--- config.mk ---
export PLATFORM = sky130hd
export DESIGN_NAME = lap_recorder
export DESIGN_NICKNAME = d
export VERILOG_FILES = /design/src/rtl/lap_recorder.sv
export SDC_FILE = /design/constraint.sdc
export NUM_CORES = 1
export LEC_CHECK = 0
export ABC_AREA = 1
export CAP_MARGIN = 20
export CORE_MARGIN = 4
export CORE_UTILIZATION = 50
export DETAILED_ROUTE_END_ITERATION = 12
export PLACE_DENSITY_LB_ADDON = 0.3
export SETUP_SLACK_MARGIN = 0.1
export SKIP_CTS_REPAIR_TIMING = 1
export SYNTH_ARGS = -nofsm -noshare
export SYNTH_HDL_FRONTEND = slang
export SYNTH_SLANG_ARGS = --single-unit
--- constraint.sdc ---
create_clock -name clk -period 2.9 [get_ports clk]
set_input_delay 0.725 -clock clk [delete_from_list [all_inputs] [get_ports clk]]
set_output_delay 0.725 -clock clk [all_outputs]
set_load 0.05 [all_outputs]
--- src/rtl/lap_recorder.sv ---
// Lap/split capture between the stopwatch counter and the display driver: ring buffer of laps,
// timed display freeze after a lap, and lap recall. Define LAP_OVERWRITE_EN to let laps overwrite the oldest entry when full.
module lap_recorder #(
    parameter int DEPTH   = 8,
    parameter int HOLD_MS = 2000
) (
    input  logic                       clk,
    input  logic                       rst_n,
    input  logic                       clk_1ms,
    input  logic                       running,
    input  logic                       lap_edge,
    input  logic                       recall_edge,
    input  logic                       clear_edge,
    input  logic [6:0]                 live_cs,
    input  logic [5:0]                 live_sec,
    input  logic [5:0]                 live_min,
    output logic [6:0]                 disp_cs,
    output logic [5:0]                 disp_sec,
    output logic [5:0]                 disp_min,
    output logic [1:0]                 mode,
    output logic [$clog2(DEPTH):0]     lap_count,
    output logic [$clog2(DEPTH)-1:0]   lap_index,
    output logic                       full
);
    localparam int PW = $clog2(DEPTH);
    localparam int CW = PW + 1;
    localparam int TW = $clog2(HOLD_MS + 1);
    localparam logic [CW-1:0] FULL_COUNT = CW'(DEPTH);
    localparam logic [TW-1:0] HOLD_LAST  = TW'(HOLD_MS - 1);

    typedef enum logic [1:0] {
        LIVE   = 2'b00,
        HOLD   = 2'b01,
        RECALL = 2'b10
    } state_t;

    state_t        state;
    logic [18:0]   mem [DEPTH];
    logic [PW-1:0] wr_ptr;
    logic [PW-1:0] old_ptr;
    logic [TW-1:0] hold_timer;
    logic [18:0]   live_word;
    logic          is_full;
    logic          lap_acc;
    logic          overwrite;
    logic [PW-1:0] next_old;
    logic [CW-1:0] next_count;
    logic          last_idx;

    assign live_word = {live_min, live_sec, live_cs};
    assign mode      = state;

    always_comb begin
        is_full = (lap_count == FULL_COUNT);
`ifdef LAP_OVERWRITE_EN
        lap_acc   = lap_edge && running && !clear_edge;
        overwrite = lap_acc && is_full;
`else
        lap_acc   = lap_edge && running && !is_full && !clear_edge;
        overwrite = 1'b0;
`endif
        next_old   = overwrite ? old_ptr + PW'(1) : old_ptr;
        next_count = overwrite ? lap_count : lap_count + CW'(1);
        last_idx   = ((CW'(lap_index) + CW'(1)) == lap_count);
    end

    // A lap written this cycle may land on the slot being displayed; forward it.
    function automatic logic [18:0] entry_at(input logic [PW-1:0] addr);
        if (lap_acc && addr == wr_ptr) return live_word;
        return mem[addr];
    endfunction

    always_ff @(posedge clk) begin
        if (lap_acc) mem[wr_ptr] <= live_word;
    end

    always_ff @(posedge clk or negedge rst_n) begin
        if (!rst_n) begin
            state                         <= LIVE;
            wr_ptr                        <= '0;
            old_ptr                       <= '0;
            hold_timer                    <= '0;
            lap_count                     <= '0;
            lap_index                     <= '0;
            full                          <= 1'b0;
            {disp_min, disp_sec, disp_cs} <= '0;
        end else if (clear_edge) begin
            state                         <= LIVE;
            wr_ptr                        <= '0;
            old_ptr                       <= '0;
            hold_timer                    <= '0;
            lap_count                     <= '0;
            lap_index                     <= '0;
            full                          <= 1'b0;
            {disp_min, disp_sec, disp_cs} <= live_word;
        end else begin
            if (lap_acc) begin
                wr_ptr    <= wr_ptr + PW'(1);
                old_ptr   <= next_old;
                lap_count <= next_count;
                full      <= (next_count == FULL_COUNT);
            end
            case (state)
                LIVE: begin
                    if (lap_acc) begin
                        state                         <= HOLD;
                        hold_timer                    <= '0;
                        {disp_min, disp_sec, disp_cs} <= live_word;
                    end else if (recall_edge && lap_count != '0) begin
                        state                         <= RECALL;
                        lap_index                     <= '0;
                        {disp_min, disp_sec, disp_cs} <= entry_at(old_ptr);
                    end else begin
                        {disp_min, disp_sec, disp_cs} <= live_word;
                    end
                end
                HOLD: begin
                    if (lap_acc) begin
                        hold_timer                    <= '0;
                        {disp_min, disp_sec, disp_cs} <= live_word;
                    end else if (recall_edge) begin
                        state                         <= RECALL;
                        hold_timer                    <= '0;
                        lap_index                     <= '0;
                        {disp_min, disp_sec, disp_cs} <= entry_at(old_ptr);
                    end else if (clk_1ms) begin
                        if (hold_timer == HOLD_LAST) begin
                            state                         <= LIVE;
                            hold_timer                    <= '0;
                            {disp_min, disp_sec, disp_cs} <= live_word;
                        end else begin
                            hold_timer <= hold_timer + TW'(1);
                        end
                    end
                end
                RECALL: begin
                    if (lap_acc) begin
                        {disp_min, disp_sec, disp_cs} <= entry_at(next_old + lap_index);
                    end else if (recall_edge) begin
                        if (last_idx) begin
                            state                         <= LIVE;
                            lap_index                     <= '0;
                            {disp_min, disp_sec, disp_cs} <= live_word;
                        end else begin
                            lap_index                     <= lap_index + PW'(1);
                            {disp_min, disp_sec, disp_cs} <= entry_at(old_ptr + lap_index + PW'(1));
                        end
                    end else begin
                        {disp_min, disp_sec, disp_cs} <= entry_at(old_ptr + lap_index);
                    end
                end
                default: begin
                    state     <= LIVE;
                    lap_index <= '0;
                end
            endcase
        end
    end
endmodule

==> qor.csv <==
stage;metric;value;unit
global_route;busiest_layer;met2;
finish;area_growth;13.2;%
finish;antenna_cells;0;
floorplan;fp.dieH;162;microns
clock_network;numCtsBuffers;17;
global_route;grt_use_met3;0.0441;
yosys;syn_area;11800;sq um
yosys;ys_types;37;
yosys;synth_area_leader_cell;edfxtp_1;
routing;antenna_left;0;
setup_path;reg2reg_slack;340;ps
yosys;yosysWarnings;0;
finish;post-route-util;0.582;
yosys;synth_top_flop_cell;edfxtp_1;
clock_network;cts_max_level;4;
clock_network;cts_sinks;195;
setup_path;reg2reg_to;disp_sec[2];
clock_network;cts_tree;yes;
global_route;grt_pass1_vias;10900;
placement;gp_congestion;0.920;
yosys;avgSynthCellArea;7.45;sq um
clock_network;cts.path.max_buffers;2;
timing;fmax;0.391;GHz
yosys;ys_ff_latch;195;
yosys;synth_top_area_frac;0.387;
run;cap_violations;0;
floorplan;core_area;22900;sq um
yosys;syn_inst;1582;
yosys;syn_nets;1618;
placement;portBuffers;54;
routing;dr.pass1.iters;5;
power;p_int;6.17;mW
power;swShare;0.466;
finish;final_common_cell;nand2_1;
routing;route.detailed.wl_per_inst;17.6;microns
yosys;synth-edff-count;152;
floorplan;die_w;162;microns
yosys;synth_seq_area_share;0.479;
timing;rsz0062_at_grt;no;
clock_network;clk_latency;450;ps
placement;place_area;12800;sq um
global_route;use_met2;0.459;
timing;relSlewSlack;0.491;
power;total_leakage_power;5.89;nW
setup_path;arrival;2890;ps
setup_path;worst_setup_path_end_kind;flip-flop;
finish;final_cell_mix;nand2_1 (743), nand3_1 (240), edfxtp_1 (152);
clock_network;clk_pin_slew;80;ps
timing;fin_crit_sh;0.882;
global_route;grtUsageMet1;0.327;
timing;min_period;2560;ps
power;ir_worst_vdd;0.914;mV
finish;fin_nets;1650;
routing;drc;0;
yosys;synth_area_leaders;edfxtp_1 (39%), nand2_1 (24%), nand3_1 (10%);
timing;tns;0;ps
global_route;gr-usage-all-layers;0.269;
placement;place_hpwl;22.8;mm
setup_path;crit_required;3230;ps
timing;tightest_slew;764;ps
setup_path;crit_fanout;21;
power;power_frac_seq;0.288;
global_route;grt_pass1_wl;55.5;mm
power;power_density;866;nW/um^2
finish;final_area;13300;sq um
power;clock_power_share;0.193;
clock_network;cts-root-buf;clkbuf_16;
placement;dp_slack;-14.1;ps
floorplan;start_util;0.514;
global_route;antenna_found_initial;0;
floorplan;ios;55;
placement;placed_cells;1908;
yosys;postSynth.asyncResetShare;0.221;
routing;dr.first_iter.drc_count;1092;
finish;drive_above_1_share;0.0817;
floorplan;die-area;26100;sq um
timing;finalWorstSetupSlack;342;ps
setup_path;r2r_cells;16;
setup_path;worstSetupPathType;reg2reg;
global_route;grt_max_degree;166;
timing;setup_violations;0;
timing;maxSlewViolCount;0;
timing;finClkSkew;13.3;ps
setup_path;cp-start-kind;flip-flop;
min_path;worst_hold_path_type;in2async;
global_route;grt_overflow;0;
floorplan;num_rows;55;
timing;hold_viol;0;
routing;wl;34.1;mm
setup_path;r2r_start;lap_index[0];
finish;final-instance-count-excl-fill;1940;
routing;vias;11000;
power;power.switching;5.38;mW
routing;via_per_inst;5.66;
run_status;status;completed;
power;p_comb_frac;0.520;
==> synthesized netlist by cell type, types with 10 or more instances <==
master / n
nor2_1: 26
inv_1: 72
buf_2: 50
a21oi_1: 69
dfrtp_1: 43
ha_1: 10
edfxtp_1: 152
o22ai_1: 11
clkbuf_1: 27
nand2_1: 743
o21ai_0: 50
nand3_1: 240
==> registers in the layout (all words and copies together) (netlist names) <==
register / flops
hold_timer: 11
lap_index: 3
full: 1
lap_count: 4
disp_sec: 6
disp_cs: 7
mem: 152
wr_ptr: 3
disp_min: 6
mode: 2
==> power by group through the flow <==
stage	clock, mW	sequential (mW)	combinational, mW
final	2.22	3.32	6.00
after global routing	2.34	3.35	6.67
after global placement	0	3.38	5.83
after floorplan	0	3.90	3.76
after CTS	2.23	3.32	5.95
after detailed placement	0	3.38	5.92
==> routing by layer <==
layer | up-vias | part of all wire
li1 | 5279 | -
met1 | 5070 | 0.39
met2 | 512 | 0.49
met3 | 125 | 0.071
met4 | 0 | 0.053
met5 | - | 0
==> cell type report <==
| type | count | area [sq um] |
|---|---|---|
| clock buffer | 18 | 429 |
| clock inverter | 14 | 103 |
| fill | 2062 | 9570 |
| inverter | 85 | 327 |
| multi-input combinational | 1206 | 5350 |
| sequential | 195 | 5650 |
| tap | 313 | 392 |
| timing repair buffer | 109 | 1100 |
==> logic make-up after synthesis <==
kind of cell	share of synthesized area
adders and majority gates	0.0106
and+or+nand+nor	0.371
muxes	0.000850
buffers and inverters	0.0693
DFF	0.479
xor gates and xnor gates	0.00223
AOI/OAI and AO/OA	0.0676
==> worst max-delay path by stage <==
stage,end,slack (ps),start,cells past startpoint
2_1_floorplan,mem[0][0],140,lap_count[0],7
3_3_place_gp,disp_sec[5],5,clear_edge,12
3_5_place_dp,disp_cs[6],-10,clear_edge,12
4_1_cts,disp_sec[2],270,lap_index[0],16
5_1_grt,disp_cs[5],150,lap_index[0],16
6_report,disp_sec[2],340,lap_index[0],16
==> metrics by stage <==
step	power, mW	hold slack [ps]
2_1_floorplan	7.65	429
3_3_place_gp	9.21	463
3_5_place_dp	9.29	468
4_1_cts	11.5	186
5_1_grt	12.4	205
6_report	11.5	182
==> critical path, stage by stage, from the launching register on <==
cell and delay, ps:
dfrtp_4 550, ha_1 340, buf_4 320, buf_6 290
nand3_1 110, nand2_1 90, nand2_1 70, nand2_1 120
nand3_1 100, nand3_1 100, nand2_1 50, nand2_1 50
nand2_1 50, nand2_1 50, nand2_1 40, nand2_1 50
nand2_1 40
(Power assumes the default switching activity.)
